`config.mk`:
```
export PLATFORM = sky130hd
export DESIGN_NAME = ram_bist_ctrl
export DESIGN_NICKNAME = d
export VERILOG_FILES = /design/src/rtl/ram_bist_pkg.sv /design/src/rtl/ram_bist_cmp.sv /design/src/rtl/ram_bist_ctrl.sv
export SDC_FILE = /design/constraint.sdc
export NUM_CORES = 1
export LEC_CHECK = 0
export CORE_AREA = 4 4 75 77
export CTS_CLUSTER_SIZE = 14
export DETAILED_ROUTE_END_ITERATION = 8
export DIE_AREA = 0 0 79 81
export GPL_TIMING_DRIVEN = 0
export HOLD_SLACK_MARGIN = 0.02
export PLACE_DENSITY_LB_ADDON = 0.08
export SETUP_SLACK_MARGIN = 0.05
export SLEW_MARGIN = 0
export SYNTH_ARGS = -nofsm -noshare
export SYNTH_HDL_FRONTEND = slang
export SYNTH_HIERARCHICAL = 1
export SYNTH_SLANG_ARGS = --single-unit
```
`constraint.sdc`:
```
create_clock -name clk -period 1.59 [get_ports clk]
set_input_delay 0.318 -clock clk [delete_from_list [all_inputs] [get_ports clk]]
set_output_delay 0.318 -clock clk [all_outputs]
set_load 0.05 [all_outputs]
```
`src/rtl/ram_bist_pkg.sv`:
```
// Shared definitions for the RAM BIST controller: FSM encoding, the
// inverse-phase flag and the march data pattern.
package ram_bist_pkg;

    localparam int BIST_ADDR_W = 4;
    localparam int BIST_DATA_W = 8;

    typedef enum logic [2:0] {
        S_IDLE  = 3'd0,
        S_WR0   = 3'd1,
        S_RD0   = 3'd2,
        S_WR1   = 3'd3,
        S_RD1   = 3'd4,
        S_DRAIN = 3'd5,
        S_DONE  = 3'd6
    } bist_state_e;

    // The second half of the march works on the inverted pattern.
    function automatic logic phase_inv(input bist_state_e st);
        return (st == S_WR1) || (st == S_RD1);
    endfunction

    // Base pattern: seed XOR zero-extended address.
    function automatic logic [BIST_DATA_W-1:0] bist_pattern(
        input logic [BIST_DATA_W-1:0] seed,
        input logic [BIST_ADDR_W-1:0] addr
    );
        return seed ^ {{(BIST_DATA_W-BIST_ADDR_W){1'b0}}, addr};
    endfunction

endpackage

```
`src/rtl/ram_bist_cmp.sv`:
```
// Read-data checker: registers the expected word and address alongside each
// read, compares them against the RAM output one cycle later, and
// accumulates the sticky fail flag, first failing address and error count.
// With BIST_STOP_ON_FAIL_EN defined, a read issued in the mismatch cycle is
// dropped so that only the first mismatch is ever counted.
module ram_bist_cmp
    import ram_bist_pkg::*;
#(
    parameter int ADDR_W = BIST_ADDR_W,
    parameter int DATA_W = BIST_DATA_W
) (
    input  logic              clk,
    input  logic              rst_n,
    input  logic              clr_i,
    input  logic              rd_i,
    input  logic [DATA_W-1:0] exp_i,
    input  logic [ADDR_W-1:0] addr_i,
    input  logic [DATA_W-1:0] dout_i,
    output logic              mismatch_o,
    output logic              fail_o,
    output logic [ADDR_W-1:0] err_addr_o,
    output logic [ADDR_W+1:0] err_cnt_o
);

    logic              vld_q, vld_d;
    logic [DATA_W-1:0] exp_q, exp_d;
    logic [ADDR_W-1:0] addr_q, addr_d;
    logic              fail_q, fail_d;
    logic [ADDR_W-1:0] err_addr_q, err_addr_d;
    logic [ADDR_W+1:0] err_cnt_q, err_cnt_d;

    assign mismatch_o = vld_q && (dout_i != exp_q);

    // Next-state for the compare pipeline and the error accumulators.
    always_comb begin
        vld_d      = rd_i && !clr_i;
        exp_d      = exp_i;
        addr_d     = addr_i;
        fail_d     = fail_q;
        err_addr_d = err_addr_q;
        err_cnt_d  = err_cnt_q;
`ifdef BIST_STOP_ON_FAIL_EN
        if (mismatch_o) vld_d = 1'b0;
`endif
        if (clr_i) begin
            fail_d     = 1'b0;
            err_addr_d = '0;
            err_cnt_d  = '0;
        end else if (mismatch_o) begin
            fail_d = 1'b1;
            if (!fail_q) err_addr_d = addr_q;
            if (!(&err_cnt_q)) err_cnt_d = err_cnt_q + 1'b1;
        end
    end

    // Pipeline and accumulator registers.
    always_ff @(posedge clk or negedge rst_n) begin
        if (!rst_n) begin
            vld_q      <= 1'b0;
            exp_q      <= '0;
            addr_q     <= '0;
            fail_q     <= 1'b0;
            err_addr_q <= '0;
            err_cnt_q  <= '0;
        end else begin
            vld_q      <= vld_d;
            exp_q      <= exp_d;
            addr_q     <= addr_d;
            fail_q     <= fail_d;
            err_addr_q <= err_addr_d;
            err_cnt_q  <= err_cnt_d;
        end
    end

    assign fail_o     = fail_q;
    assign err_addr_o = err_addr_q;
    assign err_cnt_o  = err_cnt_q;

endmodule

```
`src/rtl/ram_bist_ctrl.sv`:
```
// March-test BIST initiator for a small single-port RAM. Runs
// write P / read P ascending / write ~P / read ~P descending, then reports.
// Optional build macro: BIST_STOP_ON_FAIL_EN (abort to DONE on first mismatch).
module ram_bist_ctrl
    import ram_bist_pkg::*;
#(
    parameter int ADDR_W = BIST_ADDR_W,
    parameter int DATA_W = BIST_DATA_W
) (
    input  logic              clk,
    input  logic              rst_n,
    input  logic              start,
    input  logic [DATA_W-1:0] seed,
    output logic              ram_w_en,
    output logic              ram_r_en,
    output logic [ADDR_W-1:0] ram_addr,
    output logic [DATA_W-1:0] ram_din,
    input  logic [DATA_W-1:0] ram_dout,
    output logic              busy,
    output logic              done,
    output logic              fail,
    output logic [ADDR_W-1:0] err_addr,
    output logic [ADDR_W+1:0] err_cnt
);

    bist_state_e       state_q, state_d;
    logic [ADDR_W-1:0] cnt_q, cnt_d;
    logic [DATA_W-1:0] seed_q, seed_d;
    logic              clr;
    logic              is_wr;
    logic              is_rd;
    logic              mismatch;
    logic [ADDR_W-1:0] phys_addr;
    logic [DATA_W-1:0] exp_data;

    // The counter always ascends; RD1 walks the array top-down by inverting it.
    assign phys_addr = (state_q == S_RD1) ? ~cnt_q : cnt_q;
    assign exp_data  = phase_inv(state_q) ? ~bist_pattern(seed_q, phys_addr)
                                          :  bist_pattern(seed_q, phys_addr);

    // FSM next-state, address counter and phase decode.
    always_comb begin
        state_d = state_q;
        cnt_d   = cnt_q;
        seed_d  = seed_q;
        clr     = 1'b0;
        is_wr   = 1'b0;
        is_rd   = 1'b0;
        case (state_q)
            S_IDLE: begin
                if (start) begin
                    state_d = S_WR0;
                    seed_d  = seed;
                    cnt_d   = '0;
                    clr     = 1'b1;
                end
            end
            S_WR0: begin
                is_wr = 1'b1;
                cnt_d = cnt_q + 1'b1;
                if (&cnt_q) state_d = S_RD0;
            end
            S_RD0: begin
                is_rd = 1'b1;
                cnt_d = cnt_q + 1'b1;
                if (&cnt_q) state_d = S_WR1;
            end
            S_WR1: begin
                is_wr = 1'b1;
                cnt_d = cnt_q + 1'b1;
                if (&cnt_q) state_d = S_RD1;
            end
            S_RD1: begin
                is_rd = 1'b1;
                cnt_d = cnt_q + 1'b1;
                if (&cnt_q) state_d = S_DRAIN;
            end
            S_DRAIN: state_d = S_DONE;
            S_DONE:  state_d = S_IDLE;
            default: state_d = S_IDLE;
        endcase
`ifdef BIST_STOP_ON_FAIL_EN
        if (mismatch) begin
            state_d = S_DONE;
            cnt_d   = '0;
        end
`endif
    end

    // FSM, counter and seed registers.
    always_ff @(posedge clk or negedge rst_n) begin
        if (!rst_n) begin
            state_q <= S_IDLE;
            cnt_q   <= '0;
            seed_q  <= '0;
        end else begin
            state_q <= state_d;
            cnt_q   <= cnt_d;
            seed_q  <= seed_d;
        end
    end

    assign ram_w_en = is_wr;
    assign ram_r_en = is_rd;
    assign ram_addr = (is_wr || is_rd) ? phys_addr : '0;
    assign ram_din  = is_wr ? exp_data : '0;
    assign busy     = (state_q != S_IDLE) && (state_q != S_DONE);
    assign done     = (state_q == S_DONE);

    ram_bist_cmp #(
        .ADDR_W (ADDR_W),
        .DATA_W (DATA_W)
    ) u_cmp (
        .clk        (clk),
        .rst_n      (rst_n),
        .clr_i      (clr),
        .rd_i       (is_rd),
        .exp_i      (exp_data),
        .addr_i     (phys_addr),
        .dout_i     (ram_dout),
        .mismatch_o (mismatch),
        .fail_o     (fail),
        .err_addr_o (err_addr),
        .err_cnt_o  (err_cnt)
    );

endmodule

```
[Word-level counts from Yosys, hierarchy flattened]
Cells that the tools add are included.
Storage, ports and cells
  register bits: 39
  bits of input ports: 19
  output and inout bits: 27
  word-level logic and storage cells: 73
Cells by class
  $add $sub $neg: 2
  equality and inequality tests: 15
  multiplexer cells: 24
  bitwise logic cells: 3
  reduce and logical (&&, ||, !) cells: 20
Operators by type and width (number)
  two-way mux 4 bit: 6
  two-way mux 6 bit: 3
  case mux 3 bit (6 select lines): 1
  two-way mux 8 bit: 2
  two-way mux 3 bit: 5
  equality test 3 bit (second input constant): 3
  != test 2 x 1 -> 1 bit (second input constant): 4
  != test 8 bit: 1
  NOT 8 bit: 1
  case mux 4 bit (2 select lines): 1
  AND reduction 2 bit: 4
  bitwise XOR 8 x 4 -> 8 bit: 1
  adder 6 x 1 -> 6 bit (second input constant): 1
  equality test 3 x 2 -> 1 bit (second input constant): 2
  two-way mux 1 bit: 6
  != test 2 bit (second input constant): 3
  AND reduction 6 bit: 1
  AND reduction 5 bit: 1
  adder 4 x 1 -> 4 bit (second input constant): 1
  NOT 4 bit: 1
  AND reduction 4 bit: 1
  nonzero test 2 bit: 2
  OR reduction 2 bit: 2
  OR reduction 4 bit: 1
  7 further kinds: 10

[Depth between registers and ports, before layout]
  depth after elaboration: 6
  gate-level depth with buffers: 7

[By module]
Netlist, hierarchy kept.
By module, submodules not included
  ram_bist_ctrl: instances 1, cells an instance 136, area an instance 1234.9 µm², seq. area each 375.4 µm²
  ram_bist_cmp: instances 1, cells an instance 79, area an instance 992.2 µm², seq. area each 600.6 µm²

[Least setup slack after synthesis]
OpenSTA, ideal clock, no wires.
  path type: reg-to-output
  start point: reg state_q[1]
  end point: out ram_din[4]
  arrival time: 2020 ps
  path slack: -748 ps
  cell stages (with the launch flop): 6
  buffers on the path: 2
  cell sequence: dfrtp_1 -> buf_6 -> buf_4 -> nand3b_4 -> a21boi_0 -> nor3_1
Between the ends
  cells in the longest elaborated chain, start to end: 4
Ends and longest elaborated chain
  start: declaration: RTL line ram_bist_ctrl.sv:26  | bist_state_e state_q, state_d;
  start signal: assignment: RTL line ram_bist_ctrl.sv:97  | state_q <= state_d;
  equality test 3 x 2 -> 1 bit, or another cell as far along: RTL line ram_bist_pkg.sv:20, ram_bist_ctrl.sv:49
  OR reduction 2 bit (no line) or logical OR 1 bit (tied branches)
  two-way mux 1 bit or two-way mux 8 bit (tied branches): RTL line ram_bist_ctrl.sv:49, ram_bist_ctrl.sv:38
  two-way mux 8 bit *: RTL line ram_bist_ctrl.sv:106  | assign ram_din = is_wr ? exp_data : '0;
  end: declaration: RTL line ram_bist_ctrl.sv:17  | output logic [DATA_W-1:0] ram_din,
Mark *: on every way between the ends. The rest lies on a longest branch, timed or not.

[Worst setup path after layout]
  start point: reg state_q[1]
  end point: out ram_din[5]
The elaborated chain is that of the path after synthesis.

==> out/qor.yml <==
status: "complete, but fails checks"
violations: "negative setup slack"
dpl.hpwl_mm: 3.64
worstPathRequired_ns: 1.27
rows: 26
wl_per_cell_um: 17.7
dr.pass1.iters: 4
syn_area_per_cell_um2: 10.4
end_kind: "primary output"
die_width_um: 79
worstRegToRegCells: 9
cts_buffer_depth: 2
cp_common_cell: "buf_6"
vias: 2042
die_y_um: 81
routed_wl_mm: 6.58
criticalPathCategory: "reg -> out"
setup_viol: 37
crit_buf_inv: 3
drt_iter0_drc: 98
hold_viol_final: 0
p_leak_nw: 1.64
synth_area_leaders: "dfrtp_1 44%, xor2_1 4.7%, mux2_2 4.6%"
slew_violations: 0
final.min_clock_period_ns: 2.07
cts_sinks: 39
grtUsageTotal: 0.208
ys.flop_type: "dfrtp_1"
reg2reg_slack_ns: -0.27
fin_ws_ns: -0.480
diodes: 0
dieArea_um2: 6400
report.power.total_w: 0.00955
clkSlewWorstSetupHoldPaths_ns: 0.07
ys_seq_elements: 39
start_util: 0.445
grt_first_pass_wirelength_mm: 10.2
insertion_delay_ns: 0.29
viasPerCell: 5.49
placeableCoreArea_um2: 5010
io-pin-count: 46
antenna_found_initial: 0
numCtsBuffers: 5
syn_nets: 236
synth_top_area_share: 0.438
cp_cell_sequence: "buf_6, or3b_4, buf_12, a21boi_4, nor3_4, buf_6"
yosys.area.top_type: "dfrtp_1"
power_density_nw_per_um2: 2480
htreeDepth: 2
n_fill_cell: 320
synthDistinctLibCells: 50
overflow: 0
netlist_area_um2: 2230
cp_slowest_cell: "or3b_4"
synth_edf_count: 0
crit_path_start_kind: "flip-flop"
maxSlewHeadroom: 0.425
synth_warnings: 6
r2r_end: "seed_q[6]$_DFFE_PN0P_"
cts_tree: "yes"
antenna_left: 0
finClkSkew_ns: 0.00449
grt_start_max_net_pins: 40
area_delta_synth_final_pct: 72.6
synthCells: 215
seq_area_frac_synth: 0.438
finalCritPeriodShare: 1.30
fmax_ghz: 0.483
tightest_slew_ns: 0.862
grt_pass1_vias: 2046
cp_top_family: "simple AND/OR/NAND/NOR gates"
async_reset_ff_frac: 1.00
globalplace.congestion: 0.834
path_max_fanout: 7
r2r_start: "state_q[1]$_DFFE_PN0P_"
rsz0062_at_grt: "yes"
arrival_ns: 1.75
nets: 322
pre_cts_ws_ns: -0.807
cts_hold_buf: 0
drc: 0
cap_viol_max_count: 0
worst_path_largest_cell_delay_ns: 0.41
drive_above_1_share: 0.546
io_buffer_count: 45
root_buffer: "clkbuf_8"
worst_hold_path_type: "in -> async"
max-vdd-ir-drop_v: 0.00175
==> Yosys cell counts (all sizes together) (2+ instances only) <==
cell / n
dfrtp: 39
or3b: 2
nor2: 19
a211oi: 3
ha: 2
xnor2: 9
buf: 14
inv: 4
clkbuf: 2
mux2: 9
nand2: 9
xor2: 12
and3: 3
o21ai: 7
nand4: 3
a21boi: 5
and2: 4
nor3: 13
o22ai: 5
a21oi: 8
nand2b: 13
nand3: 3
mux2i: 6
or3: 2
a41oi: 2
nor4: 2
a31oi: 2
==> final cells by class <==
type | count | area (um^2) | area share
Clock inverter | 2 | 60.1 | 0.0156
Multi-Input combinational cell | 156 | 1610 | 0.418
Inverter | 4 | 17.5 | 0.00456
Tap cell | 70 | 87.6 | 0.0228
Sequential cell | 39 | 978 | 0.254
Timing Repair Buffer | 80 | 805 | 0.209
Buffer | 15 | 215 | 0.0560
Clock buffer | 6 | 72.6 | 0.0189
==> per-layer routing <==
metal  track usage  up-vias  share of wire
li1              -      922              -
met2         0.349       82           0.51
met4        0.0928        0          0.032
met1         0.257     1018           0.40
met5             0        -              0
met3        0.0477       20          0.050
==> metrics by stage <==
| stage | std cells | hold slack (ns) | TNS, ns | cell area [um^2] | util |
|---|---|---|---|---|---|
| after global placement | 330 | 0.500 | -46.20 | 3030 | 0.605 |
| after floorplan | 215 | 0.0224 | -1.04 | 2490 | - |
| after global routing | 372 | 0.206 | -11.86 | 3840 | 0.767 |
| after CTS | 365 | 0.159 | -4.95 | 3610 | 0.721 |
| after detailed placement | 330 | 0.480 | -15.60 | 3030 | 0.604 |
| final | 372 | 0.131 | -9.48 | 3840 | 0.767 |
==> cell usage in the layout (no fill, tap or decap), types with 5 or more instances in the layout <==
cell and count:
mux2_4 8, dfrtp_1 37, buf_8 6, buf_6 32, nor2_1 13, nand2_1 6
clkdlybuf4s50_1 11, dlygate4sd2_1 9, mux2i_1 5, xor2_1 5, clkbuf_8 5, nor3_4 10
xor2_2 5, xnor2_1 8, buf_4 20, nand2b_1 10
==> cells by family after synthesis <==
group           synth area share
flops                      0.438
simple gates               0.208
buf+inv                   0.0584
xor+xnor                  0.0826
mux                       0.0725
compound gates             0.129
fa+ha+maj                 0.0112
==> worst max path at each step <==
stage,from,endpoint,depth (start not counted)
after CTS,state_q[1]$_DFFE_PN0P_,ram_din[6],6
after floorplan,state_q[0]$_DFFE_PN0P_,ram_din[4],4
after global routing,state_q[1]$_DFFE_PN0P_,ram_din[5],6
after detailed placement,state_q[2]$_DFFE_PN0P_,ram_din[4],5
after global placement,rst_n,u_cmp/err_cnt_o[1]$_DFFE_PN0P_,1
final,state_q[1]$_DFFE_PN0P_,ram_din[5],6
==> power by group <==
group | switching, W | internal [W]
clock | 0.000348 | 0.000627
sequential | 0.000384 | 0.00144
combinational | 0.00371 | 0.00304
total | 0.00444 | 0.00511
==> registers in the layout, indices dropped and copies added (netlist names) <==
signal and count:
cnt_q 4, seed_q 8, state_q 3, u_cmp/addr_q 4, u_cmp/err_addr_o 4, u_cmp/err_cnt_o 6
u_cmp/exp_q 8, u_cmp/fail_o 1, u_cmp/vld_q 1
==> timing repair <==
action                                  in CTS  in global routing
endpoints found under the setup margin      38                 44
pin swaps                                   15                 15
setup buffers                               27                  8
resized for setup                          178                 54
cloned                                       1                  0
(Power assumes the default switching activity.)
